`src/rtl/sr_cmd_gen.sv`:
```
`timescale 1ns/1ps
// -----------------------------------------------------------------------------
// sr_cmd_gen
//
// Turns two bouncy push-buttons into clean one-cycle set/reset commands for a
// downstream SR flip-flop.
//
// Each button goes through its own path:
//   2-flop synchronizer -> counter debouncer -> registered rising-edge detector.
//
// The two detected presses feed a small command FSM:
//   IDLE  -> SET_P (one cycle) -> HOLD (HOLD_CYCLES cycles) -> IDLE
//   IDLE  -> CLR_P (one cycle) -> HOLD (HOLD_CYCLES cycles) -> IDLE
// Simultaneous presses in IDLE are refused and flagged for one cycle.
// Presses that arrive while the FSM is busy are dropped, not queued.
//
// Parameters
//   DB_CYCLES   : consecutive stable synchronized cycles needed to accept a
//                 button level change (1..255)
//   HOLD_CYCLES : idle gap after each command pulse (1..255)
//
// Ports
//   clk      in   single clock, all state changes on its rising edge
//   reset    in   asynchronous, active-low reset
//   set_btn  in   raw set push-button (asynchronous, bouncy)
//   clr_btn  in   raw clear push-button (asynchronous, bouncy)
//   S        out  one-cycle set command
//   R        out  one-cycle reset command
//   busy     out  high while the FSM is not in IDLE
//   conflict out  one-cycle flag: set and clear qualified in the same cycle
//
// Latency: a button held high is first sampled at edge 1; synchronized after
// edge 2, debounced level rises after edge DB_CYCLES+2, the registered press
// pulse after edge DB_CYCLES+3, and the FSM enters SET_P/CLR_P at edge
// DB_CYCLES+4.
// -----------------------------------------------------------------------------
module sr_cmd_gen #(
    parameter int DB_CYCLES   = 4,
    parameter int HOLD_CYCLES = 2
) (
    input  logic clk,
    input  logic reset,
    input  logic set_btn,
    input  logic clr_btn,
    output logic S,
    output logic R,
    output logic busy,
    output logic conflict
);

    // Channel 0 is the set button, channel 1 the clear button.
    localparam int NCH = 2;
    localparam int CW  = 8;

    // Counter values at which the last cycle of a count is reached.
    localparam logic [CW-1:0] DB_LAST   = CW'(DB_CYCLES - 1);
    localparam logic [CW-1:0] HOLD_LAST = CW'(HOLD_CYCLES - 1);

    logic [NCH-1:0] btn_raw;
    logic [NCH-1:0] press;

    assign btn_raw = {clr_btn, set_btn};

    // -------------------------------------------------------------------------
    // Per-button input conditioning
    // -------------------------------------------------------------------------
    generate
        for (genvar gi = 0; gi < NCH; gi++) begin : g_chan
            logic          sync1_reg;
            logic          sync2_reg;
            logic          level_reg;
            logic          level_next;
            logic          prev_reg;
            logic          press_reg;
            logic [CW-1:0] cnt_reg;
            logic [CW-1:0] cnt_next;

            // Debouncer: count consecutive cycles where the synchronized input
            // disagrees with the accepted level. Any agreeing cycle restarts the
            // count, so only an uninterrupted run of DB_CYCLES flips the level.
            always_comb begin
                cnt_next   = '0;
                level_next = level_reg;
                if (sync2_reg != level_reg) begin
                    if (cnt_reg == DB_LAST) begin
                        level_next = ~level_reg;
                        cnt_next   = '0;
                    end else begin
                        cnt_next = cnt_reg + 1'b1;
                    end
                end
            end

            always_ff @(posedge clk or negedge reset) begin
                if (!reset) begin
                    sync1_reg <= 1'b0;
                    sync2_reg <= 1'b0;
                    level_reg <= 1'b0;
                    prev_reg  <= 1'b0;
                    press_reg <= 1'b0;
                    cnt_reg   <= '0;
                end else begin
                    sync1_reg <= btn_raw[gi];
                    sync2_reg <= sync1_reg;
                    level_reg <= level_next;
                    cnt_reg   <= cnt_next;
                    // Rising edge of the debounced level against its own
                    // delayed copy; the pulse itself is registered so the FSM
                    // sees a clean one-cycle strobe. Releases are ignored.
                    prev_reg  <= level_reg;
                    press_reg <= level_reg & ~prev_reg;
                end
            end

            assign press[gi] = press_reg;
        end
    endgenerate

    // -------------------------------------------------------------------------
    // Command FSM
    // -------------------------------------------------------------------------
    typedef enum logic [1:0] {
        IDLE  = 2'd0,
        SET_P = 2'd1,
        CLR_P = 2'd2,
        HOLD  = 2'd3
    } state_t;

    state_t        state_reg;
    state_t        state_next;
    logic [CW-1:0] hold_cnt_reg;
    logic [CW-1:0] hold_cnt_next;
    logic          conflict_reg;
    logic          conflict_next;
    logic          set_press;
    logic          clr_press;

    assign set_press = press[0];
    assign clr_press = press[1];

    always_comb begin
        state_next    = state_reg;
        hold_cnt_next = '0;
        conflict_next = 1'b0;
        case (state_reg)
            IDLE: begin
                // Both buttons at once is ambiguous: issue nothing, raise flag.
                if (set_press && clr_press) begin
                    conflict_next = 1'b1;
                end else if (set_press) begin
                    state_next = SET_P;
                end else if (clr_press) begin
                    state_next = CLR_P;
                end
            end
            SET_P: state_next = HOLD;
            CLR_P: state_next = HOLD;
            HOLD: begin
                // Presses seen here are simply not looked at, so they are lost.
                if (hold_cnt_reg == HOLD_LAST) begin
                    state_next = IDLE;
                end else begin
                    hold_cnt_next = hold_cnt_reg + 1'b1;
                end
            end
            default: state_next = IDLE;
        endcase
    end

    always_ff @(posedge clk or negedge reset) begin
        if (!reset) begin
            state_reg    <= IDLE;
            hold_cnt_reg <= '0;
            conflict_reg <= 1'b0;
        end else begin
            state_reg    <= state_next;
            hold_cnt_reg <= hold_cnt_next;
            conflict_reg <= conflict_next;
        end
    end

    // Outputs are decoded from registered state only, so reset forces them low
    // at once and S/R are mutually exclusive by construction.
    assign S        = (state_reg == SET_P);
    assign R        = (state_reg == CLR_P);
    assign busy     = (state_reg != IDLE);
    assign conflict = conflict_reg;

endmodule
```
`config.mk`:
```
export PLATFORM = sky130hd
export DESIGN_NAME = sr_cmd_gen
export DESIGN_NICKNAME = d
export VERILOG_FILES = /design/src/rtl/sr_cmd_gen.sv
export SDC_FILE = /design/constraint.sdc
export NUM_CORES = 1
export LEC_CHECK = 0
export CORE_MARGIN = 5
export CORE_UTILIZATION = 58
export DETAILED_ROUTE_END_ITERATION = 10
export GPL_ROUTABILITY_DRIVEN = 0
export GPL_TIMING_DRIVEN = 0
export PLACE_DENSITY = 0.77
export RECOVER_POWER = 100
export SYNTH_ARGS = -nofsm -noshare
export SYNTH_HDL_FRONTEND = slang
export SYNTH_SLANG_ARGS = --single-unit
```
`constraint.sdc`:
```
create_clock -name clk -period 2 [get_ports clk]
set_clock_uncertainty 0.1 [all_clocks]
set_input_delay 0.3 -clock clk [delete_from_list [all_inputs] [get_ports clk]]
set_output_delay 0.3 -clock clk [all_outputs]
set_load 0.05 [all_outputs]
```
Word level (Yosys, flattened, before mapping)
Index checks and enable logic that the tools add are counted.
{"block": "word_totals", "regBits": 37}
{"block": "op_classes", "add_sub_neg": 3, "n_eq_ne": 11, "muxes": 13, "n_bitwise": 6, "reduce_logical": 7}
{"cell": "$mux 8", "count": 6}
{"cell": "$add 8x1->8 const B", "count": 3}
{"cell": "$eq 8x2->1 const B", "count": 2}
{"cell": "$eq 8x1->1 const B", "count": 1}
{"cell": "$mux 2", "count": 4}
{"cell": "$pmux 2 s3", "count": 1}
{"cell": "$eq 2x2->1 const B", "count": 2}
{"cell": "$ne 2x2->1 const B", "count": 2}
{"cell": "$not 1->1", "count": 4}
{"cell": "$reduce_and 2->1", "count": 2}
{"cell": "$ne 3x3->1 const B", "count": 1}
{"cell": "$reduce_and 3->1", "count": 1}
{"cell": "$and 1x1->1", "count": 2}
{"cell": "$eq 2x1->1 const B", "count": 1}
{"cell": "$logic_not 2->1", "count": 1}
{"cell": "$mux 1", "count": 2}
{"cell": "$ne 1x1->1", "count": 2}
{"cell": "$reduce_bool 2->1", "count": 1}
{"cell": "$reduce_or 2->1", "count": 1}
{"cell": "$logic_and 1x1->1", "count": 1}

Depth between registers and ports, before layout
{"block": "depth", "word_depth": 4, "depth_mapped": 7, "depth_no_buf": 6}

Least setup slack after synthesis
No wires, ideal clock.
{"block": "synth_path", "kind": "reg-to-reg", "start": "register hold_cnt_reg[1]", "end": "register state_reg[1]", "setup_ns": 0.127, "arrival_ns": 1.599, "required_ns": 1.773, "slack_ns": 0.174, "path_stages_with_launch": 7, "synth_period_minus_slack_ns": 1.826, "path_cell_list": "dfrtp_1 > inv_1 > ha_1 > or4b_4 > o41ai_4 > nor3b_2 > nor3_2"}
{"block": "synth_via", "elab_chain_cells": 3}
{"element": "start: declaration", "line_no": "131", "source": "logic [CW-1:0] hold_cnt_reg;"}
{"element": "start signal: assignment", "line_no": "177", "source": "hold_cnt_reg <= hold_cnt_next;"}
{"element": "$eq 8x1->1", "line_no": "160", "source": "if (hold_cnt_reg == HOLD_LAST) begin"}
{"element": "$ne 2x2->1 (no line)"}
{"element": "$reduce_and 3->1 (no line)"}
{"element": "end signal: assignment", "line_no": "176", "source": "state_reg <= state_next;"}
{"element": "end: declaration", "line_no": "129", "source": "state_t state_reg;"}
Every way passes these cells.
A chain may end at the register's enable or synchronous reset.

Final worst setup path
{"block": "layout_path", "start": "register hold_cnt_reg[1]", "end": "register state_reg[0]"}
The elaborated chain is that of the path after synthesis.

==> run metrics <==
status completed; drt first-iter violations 43; Synth Warn # 0; share of post-route cells with drive strength above 1 13.92%; CP endpoint kind flip-flop; pin count of the biggest net entering global routing 38; WL/cell about 13 um; pwr dens 1257 nW/um^2; initial antenna violation count 0; CTS tree built; Leak 0.0008945 uW; core footprint 2758 um^2; Syn Area/Cell roughly 12 um^2; ranking of synthesized cells by area dfrtp_1, xor2_1, ha_1; Placement Setup Slack -0.08129 ns; antenna-violating nets left 0; critical path peak fanout 4; DR pass1 iterations 4; max reg flops 16; Cell Chain, Critical Path inv_1, ha_1, or4b_4, o41ai_4, nor3b_4, nor3_2; Die Height 63.61 um; Residual DRC 0; DIE AREA 4046 um^2; fillers 222; Worst Path Buf+Inv 1; maxcap violations 0; Design Power 2362 uW; Area Growth Syn to Fin 12.69%; global-route wire length before repair around 4.8 mm; CTS Buffer Depth 2; startpoint types flip-flop; CP Data Arrival Time 2.11 ns; fmax 503.1 MHz; syn_nets 155; Tcrit/Tclk final slightly below 100%; Final WS setup 0.01234 ns; Yosys top cell area share 55.56%; Worst-Skew Late Latency 0.34 ns; final WL 2.509 mm; gr usage total 15.37%; dpl hpwl 1.766 mm; clk sinks 37; Hold WS 0.2640 ns; final hold vios 0; grt total ovfl 0; Max-slew headroom between 40% and 50%; DR vias approximately 1000; Synth Cell Area around 1700 um^2; register bit total from synthesis 37; crit path kind reg2reg; IO Port Bufs 7; Die Width 63.61 um; cell count after synthesis 141; Slowest cell on crit path or4b_4; Crit. Startpoint hold_cnt_reg[1]; vias in the first global route 1102; Min-Delay Path Class reg2reg; WP data required 2.12 ns; Fin Setup TNS 0 ns; area leader, netlist dfrtp_1; register area share after synthesis 55.56%; Least-Margin Pin Slew 0.8680 ns; htree depth 2; I/O pin count 8; CTS Root Cell clkbuf_4; Reg-to-Reg Start hold_cnt_reg[1]; reg2reg setup slack 0.01 ns; Diodes inserted 0; effective utilization at floorplan 60.44%; fin nets 171; number of buffers created by CTS 5; Setup-failing EPs final 0; min cycle time layout 1.988 ns; CTS clk-pin slew, worst paths around 0.11 ns; Vias/cell 5.524; Synth cell types 23; hold_sp g_chan[1].sync1_reg; peak supply drop 1.098 mV; RSZ-0062 raised after global routing true; count of final max-slew check failures 0; # rows 19; Crit path max-delay family simple AND/OR/NAND/NOR gates; worst stage delay on the critical path 0.47 ns
final cells by class:
type                            instances  area (um^2)  area share (%)
Clock inverter                          2        37.54           1.999
Clock buffer                            6        51.30           2.732
Timing Repair Buffer                    9        75.07           3.997
Buffer                                  1        11.26          0.5996
Sequential cell                        37        925.9           49.30
Tap cell                               31        38.79           2.065
Inverter                                5        18.77          0.9993
Multi-Input combinational cell         98        719.4           38.31
metrics by stage:
stage                     area, um^2  std cells  utilization (%)
after detailed placement        1770        179            64.20
after global placement          1775        179            64.38
after floorplan                 1667        141                -
final                           1878        189            68.10
after CTS                       1868        188            67.74
after global routing            1878        189            68.10
layer usage:
metal	part of all wire [%]	vias to the layer above	GRT usage [%]
met2	49	17	23.73
li1	-	507	-
met4	1.2	0	6.494
met1	44	516	18.48
met3	5.2	4	6.927
met5	0	-	0
synth_stat cells:
library cell  number
a211o_1            1
and3_1             9
and4_1             1
buf_6              1
dfrtp_1           37
ha_1              10
inv_1              5
mux2_2             2
nand2_1            4
nand3_1           14
nor2_1            22
nor2b_1            2
nor3_1             2
nor3_2             2
nor3b_2            1
nor4b_1            2
nor4b_2            1
o211ai_1           1
o21ai_1            2
o41ai_4            1
or4b_4             1
xnor2_1            4
xor2_1            16
power by group:
| group | internal (uW) | switching (uW) |
|---|---|---|
| clock network | 297 | 243 |
| logic | 326 | 454 |
| registers | 895 | 147 |
| total | 1520 | 844 |
final timing paths:
kind | endpoint | depth (start not counted)
setup / recovery | state_reg[0] | 6
hold / removal | g_chan[1].sync2_reg | 0
setup reg to reg | state_reg[0] | 6
hold reg to reg | g_chan[1].sync2_reg | 0
max in group asynchronous | hold_cnt_reg[5] | 2
min in group asynchronous | hold_cnt_reg[6] | 2
kinds of logic after synthesis:
group | count (synthesis) | synth area share [%]
AO/OA/AOI/OAI | 5 | 3.229
XOR/XNOR | 20 | 10.51
adder cells (fa/ha/maj) | 10 | 7.508
buffers and inverters | 6 | 1.802
flip-flops | 37 | 55.56
multiplexers | 2 | 1.351
AND/OR/NAND/NOR | 61 | 20.04
layout by cell type, fill, tap and decap left out, types with 2 or more instances in the layout:
| master | instances |
|---|---|
| dfrtp_1 | 37 |
| nor2_1 | 22 |
| xor2_1 | 16 |
| nand3_1 | 14 |
| and3_1 | 9 |
| ha_1 | 9 |
| clkbuf_4 | 6 |
| inv_1 | 5 |
| xnor2_1 | 4 |
| nand2_1 | 4 |
| dlygate4sd3_1 | 3 |
| nor4b_1 | 2 |
| nor3_1 | 2 |
| nor2b_1 | 2 |
| o21ai_1 | 2 |
| nor3_2 | 2 |
| mux2_2 | 2 |
| clkbuf_2 | 2 |
what timing repair did:
action                                 in CTS  in global routing
cloned                                      0                  0
resized for setup                           8                  5
setup endpoints to repair                   5                  5
buffers inserted                            0                  1
endpoints found under the hold margin      37                  0
hold buffers                                1                  0
Note: power is estimated with default switching activity, not from simulation.
